**src/rtl/ledger_writeback.sv**
```systemverilog
// Writes a finished transaction's two tagged balance words into the ledger memory, then pulses done.
// Optional read-back confirmation of both writes is enabled with `define LEDGER_READBACK_EN.
module ledger_writeback #(
   parameter int                ADDR_W  = 5,
   parameter logic [ADDR_W-1:0] P1_ADDR = 5'd1,
   parameter logic [ADDR_W-1:0] P2_ADDR = 5'd2
) (
   input  logic              clock,
   input  logic              resetn,
   input  logic              start,
   input  logic [10:0]       p1_amount_in,
   input  logic [10:0]       p2_amount_in,
   input  logic [10:0]       readback,
   output logic              mem_wren,
   output logic [ADDR_W-1:0] mem_address,
   output logic [10:0]       mem_data,
   output logic              busy,
   output logic              done,
   output logic              error
);

   localparam logic [2:0] TAG_P1 = 3'b101;
   localparam logic [2:0] TAG_P2 = 3'b110;

   typedef enum logic [2:0] {
      IDLE, WR_P1, WR_P2, RD_P1, CK_P1, RD_P2, CK_P2, DONE
   } state_t;

   state_t            state, state_nxt;
   logic [10:0]       w1, w1_nxt;
   logic [10:0]       w2, w2_nxt;
   logic              error_nxt;
   logic              wren_nxt;
   logic [ADDR_W-1:0] addr_nxt;
   logic [10:0]       data_nxt;

   // Memory-side outputs are registered from the next state so they line up with the state occupied.
   always_comb begin
      state_nxt = state;
      w1_nxt    = w1;
      w2_nxt    = w2;
      error_nxt = error;
      wren_nxt  = 1'b0;
      addr_nxt  = mem_address;
      data_nxt  = mem_data;
      case (state)
         IDLE: begin
            if (start) begin
               w1_nxt    = {TAG_P1, p1_amount_in[7:0]};
               w2_nxt    = {TAG_P2, p2_amount_in[7:0]};
               error_nxt = 1'b0;
               if (p1_amount_in[10:8] != TAG_P1 || p2_amount_in[10:8] != TAG_P2) begin
                  error_nxt = 1'b1;
                  state_nxt = DONE;
               end else begin
                  state_nxt = WR_P1;
                  wren_nxt  = 1'b1;
                  addr_nxt  = P1_ADDR;
                  data_nxt  = {TAG_P1, p1_amount_in[7:0]};
               end
            end
         end
         WR_P1: begin
            state_nxt = WR_P2;
            wren_nxt  = 1'b1;
            addr_nxt  = P2_ADDR;
            data_nxt  = w2;
         end
         WR_P2: begin
`ifdef LEDGER_READBACK_EN
            state_nxt = RD_P1;
            addr_nxt  = P1_ADDR;
`else
            state_nxt = DONE;
`endif
         end
         RD_P1: state_nxt = CK_P1;
         // readback here reflects the address presented during RD_P1
         CK_P1: begin
            if (readback != w1) begin
               error_nxt = 1'b1;
               state_nxt = DONE;
            end else begin
               state_nxt = RD_P2;
               addr_nxt  = P2_ADDR;
            end
         end
         RD_P2: state_nxt = CK_P2;
         CK_P2: begin
            if (readback != w2) error_nxt = 1'b1;
            state_nxt = DONE;
         end
         DONE:    state_nxt = IDLE;
         default: state_nxt = IDLE;
      endcase
   end

   always_ff @(posedge clock) begin
      if (!resetn) begin
         state       <= IDLE;
         error       <= 1'b0;
         mem_wren    <= 1'b0;
         mem_address <= '0;
         mem_data    <= '0;
      end else begin
         state       <= state_nxt;
         error       <= error_nxt;
         mem_wren    <= wren_nxt;
         mem_address <= addr_nxt;
         mem_data    <= data_nxt;
      end
   end

   // Latched words only matter once a transaction is accepted, so they carry no reset.
   always_ff @(posedge clock) begin
      w1 <= w1_nxt;
      w2 <= w2_nxt;
   end

   assign busy = (state != IDLE);
   assign done = (state == DONE);

endmodule

```
**config.mk**
```make
export PLATFORM = sky130hd
export DESIGN_NAME = ledger_writeback
export DESIGN_NICKNAME = d
export VERILOG_FILES = /design/src/rtl/ledger_writeback.sv
export SDC_FILE = /design/constraint.sdc
export NUM_CORES = 1
export LEC_CHECK = 0
export CAP_MARGIN = 20
export CORE_MARGIN = 5
export CORE_UTILIZATION = 51
export DETAILED_ROUTE_END_ITERATION = 8
export DONT_BUFFER_PORTS = 1
export PLACE_DENSITY_LB_ADDON = 0.08
export SETUP_SLACK_MARGIN = 0.05
export SYNTH_ARGS = -nofsm -noshare
export SYNTH_HDL_FRONTEND = slang
export SYNTH_SLANG_ARGS = --single-unit
export TNS_END_PERCENT = 50
```
**constraint.sdc**
```tcl
create_clock -name clock -period 2.98 [get_ports clock]
set_input_delay 0.894 -clock clock [delete_from_list [all_inputs] [get_ports clock]]
set_output_delay 0.894 -clock clock [all_outputs]
set_load 0.01 [all_outputs]
```
-- After elaboration in Yosys (flattened, before gate mapping)
Cells that the tools add are included.
- register bits: 37
- bits of input ports: 36
- output and inout port bits: 20
- word-level logic and storage cells: 53
- equality and inequality tests: 16
- muxes and demuxes: 19
- reductions and logical operators: 11
- operator list (operator ; count):
    11-bit two-way mux ; 2
    11-bit inequality test ; 2
    11-bit one-hot mux with 2 select lines ; 1
    3-bit one-hot mux with 7 select lines ; 1
    5-bit two-way mux ; 3
    5-bit one-hot mux with 3 select lines ; 1
    3-bit == test, second input constant ; 4
    2-bit inequality test, second input constant ; 5
    3-bit nonzero test ; 3
    4-bit AND reduction ; 2
    3-bit by 2-bit == test with 1-bit output, second input constant ; 2
    1-bit two-way mux ; 6
    3-bit two-way mux ; 2
    3-bit inequality test, second input constant ; 2
    3-bit by 1-bit == test with 1-bit output, second input constant ; 1
    3-bit zero test ; 1
    1-bit one-hot mux with 3 select lines ; 1
    3-bit AND reduction ; 1
    2-bit two-way mux ; 1
    1-bit one-hot mux with 2 select lines ; 1
    2-bit AND reduction ; 1
    2-bit nonzero test ; 1
    2-bit OR reduction ; 1
    1-bit logical OR ; 1

-- Longest topological paths before layout
- depth after elaboration: 5
- depth in mapped cells: 7
- gate-level depth less buffers: 5

-- Worst setup path after synthesis
No wires, ideal clock.
- kind: in2reg
- start: input p1_amount_in[9]
- end: register mem_data[0]
- setup time: 128 ps
- data arrival time: 1826 ps
- required time: 2852 ps
- slack: 1027 ps
- stages: 6
- path buffers: 1
- cell sequence: and4b_1 -> nand4b_1 -> a21o_1 -> buf_2 -> a22oi_1 -> nor2_1
- word-level cells in the longest chain between the ends: 4
- RTL lines (element ; line ; source):
    start, declared ; 11 ; input logic [10:0] p1_amount_in,
    3-bit inequality test ; 52 ; if (p1_amount_in[10:8] != TAG_P1 || p2_amount_in[10:8] != TAG_P2) begin
    1-bit logical OR ; 52 ;
    2-bit inequality test (no source line) ; n/a ;
    3-bit AND reduction (no source line) ; n/a ;
    end signal, assigned ; 110 ; mem_data <= data_nxt;
    end, declared ; 16 ; output logic [10:0] mem_data,
Every way passes these cells.
A chain may end at the register's enable or synchronous reset.

-- Worst setup path in the final report
- start: register state[2]
- end: output done
- word-level cells in the longest chain between the ends: 1
- RTL lines (element ; line ; source):
    start, declared ; 29 ; state_t state, state_nxt;
    start signal, assigned ; 106 ; state <= state_nxt;
    3-bit == test ; 121 ; assign done = (state == DONE);
    end, declared ; 18 ; output logic done,
Every way passes these cells.

==> results by group <==
Yosys
  – Flops & latches, synth: 34
  – Mapped cell area: 1540 um^2
  – Yosys warnings: 0
  – Register area share after synthesis: 54.7%
  – Yosys cell types: 34
  – Syn Inst Count: 151
  – Avg Inst Size Synth: 10.2 um^2

Critical path
  – Register-to-register setup slack: 1.25 ns
  – Worst Path Required: 2.09 ns
  – WP data arrival: 1.39 ns
  – Worst setup path end: done
  – CP Class: flop to output pin
  – Critical Path Start Type: flop
  – Worst R2R Path Depth: 3
  – Reg-to-reg endpoint: w2[3]
  – CP Launch Point: state[2]
  – Worst Setup End Kind: output pin
  – Worst r2r src: state[2]
  – Crit Path Max Fanout: 6

Place
  – Pre-CTS setup slack: 0.826 ns
  – IO Port Bufs: 0
  – Post-DP HPWL: 2.51 mm
  – Gpl congestion: 0.848
  – Placed cell area: 1550 um^2

Timing
  – Hold Slack: 0.512 ns
  – RSZ-0062 raised after global routing: false
  – Final Hold Violating Endpoints: 0
  – Final setup violation count: 0
  – Fmax: 438 MHz
  – Relative slew margins: 51.9%
  – Worst Clk Skew: 0.0185 ns
  – Setup ws final: 0.695 ns
  – Least-Margin Pin Slew: 0.722 ns
  – Setup TNS: 0 ns
  – Final Max Tran Viols: 0
  – Period utilization: 76.7%
  – Tmin final: 2.29 ns

Floorplan
  – Die area: 4210 um^2
  – Die Y: 64.9 um
  – Initial Util: 51.6%
  – Core area: 2980 um^2
  – Die Span X: 64.9 um
  – Row Count: 20
  – Io pins: 56

Global route
  – GRT met2 Usage: 25.7%
  – Tot GR Track Use: 16.6%
  – Total grt overflow: 0
  – Pin count of the biggest net entering global routing: 17
  – Routing usage on met3: 10.4%
  – Initial antenna violation count: 0
  – Busiest metal layer after global routing: met2
  – First-pass GRT wire length: 5.19 mm
  – M1 GR Usage: 17.7%
  – Number of global-route vias before repair: 1101

Clock network
  – CTS max path bufs: 2
  – H-tree depth: 2
  – Postcts setup bufs: 0
  – Clk_lat worst skew: 0.33 ns
  – CTS sink cnt: 34
  – Clk pin slew, worst setup/hold paths: 0.11 ns
  – CTS root buffer: clkbuf_4
  – CTS tree: built
  – CTS Buf Count: 5
  – Hold-fix buffers at CTS: 0
  – PostCTS Resize Cnt: 0

Pwr
  – Int Pwr: 676 uW
  – Sequential power share: 59.7%
  – PwrDens: 588 nW/um^2
  – Worst vdd ir: 0.000284 V
  – NetSw: 265 uW
  – Net Sw Frac: 28.1%
  – Static leakage: 0.000578 uW
  – Combinational fraction of design power: 15.2%
  – Clock power share: 25.1%

Final layout
  – Ant. Diodes: 0
  – Final core occ: 53.7%
  – Area Growth Syn to Fin: 4.07%
  – Multi-input gate area: 631 um^2
  – Post-route cell area: 1600 um^2
  – Sequential standard cell area: 841 um^2
  – Fraction of layout cells with a size suffix above 1: 7.79%
  – Final #Nets: 189
  – Filler cell count in the final layout: 270

Drt
  – Final antenna-violating net count: 0
  – Drt drc: 0
  – Vias/cell: 5.91
  – Initial DRT Pass Iterations: 5
  – Avg WL per Cell: 17.6 um
  – DRT Wirelength: 3.28 mm
  – Iter 0 DRT Violations: 69
  – Vias: 1106

Flow run
  – Max cap viols: 0

Worst hold path
  – Hold_sp: mem_address[1]
  – HP Class: flop to flop

Run status
  – Status: complete, no violations
[worst min path at each step]
stage / to / cells after the start / slack [ns]
after floorplan: mem_data[9] / 2 / 0.48
after global placement: mem_address[0] / 2 / 0.50
after detailed placement: mem_address[1] / 2 / 0.50
after CTS: mem_address[1] / 2 / 0.52
after global routing: mem_data[9] / 2 / 0.55
final: mem_address[1] / 2 / 0.51
[power groups by stage]
stage	registers, uW	logic [uW]	clock network, uW
final	562	143	236
after detailed placement	573	142	0
after floorplan	565	123	0
after global placement	572	141	0
after global routing	566	161	276
after CTS	562	143	246
[registers in the layout (all words and copies together) (netlist names)]
signal and cells:
mem_data 11, w1 8, w2 8, state 3, mem_address 2, error 1, mem_wren 1
[cell families (layout without fill, tap and decap cells)]
group	count (synthesis)	after routing	synth area share (%)
AO/OA/AOI/OAI	28	28	12.1
other	1	3	0.244
multiplexers	2	2	1.30
XOR/XNOR	17	17	9.68
AND/OR/NAND/NOR	55	55	17.2
buffers and inverters	14	15	4.80
flip-flops	34	34	54.7
[synthesized netlist by cell type, drive strengths merged]
cell type   n  area, um^2
mux2i       2        20.0
nand4b      1        8.76
nand2      22        82.6
dfxtp      18         360
nor2       16        60.1
edfxtp     16         480
a21oi       4        20.0
o21ai       9        45.0
nor3        5        30.0
nand3b      1        7.51
or3         1        6.26
clkbuf      4        15.0
nor4bb      1        10.0
a31oi       2        12.5
o32a        1        10.0
o221a       1        11.3
a2111oi     1        10.0
and4b       1        10.0
and3        1        6.26
xnor2      17         149
inv         4        15.0
buf         6        43.8
conb        1        3.75
a22oi       8        60.1
a21o        1        7.51
nand3       1        5.00
nand4       5        37.5
o211a       1        10.0
[placed cells by master (no fill, tap or decap), types with 2 or more instances in the layout]
master,n
nand2_1,22
dfxtp_1,18
xnor2_1,17
nor2_1,16
edfxtp_1,16
a22oi_1,8
o21ai_0,8
clkbuf_4,5
nor3_1,4
a21oi_1,4
nand4_1,4
inv_1,3
conb_1,3
buf_4,3
a31oi_1,2
mux2i_1,2
[metrics by stage]
step	instances	total power [uW]
CTS	187	951
detailed placement	179	715
floorplan	153	688
global placement	179	714
finish	187	940
global route	187	1000
[final cells by class]
cell class	instances	area share (%)
Inverter	4	0.938
Multi-Input combinational cell	105	39.4
Tap cell	33	2.58
Clock inverter	2	0.547
Sequential cell	34	52.5
Timing Repair Buffer	3	1.41
Clock buffer	6	2.58
[critical path, stage by stage (launching register included)]
cell     delay (ns)
dfxtp_1        0.46
inv_1          0.11
nor3_1         0.48
[per-layer routing]
layer / vias up / part of all wire (%)
met2: 50 / 47
met3: 6 / 12
met1: 521 / 38
li1: 529 / -
met5: - / 0
met4: 0 / 2.2
Note: power is estimated with default switching activity, not from simulation.
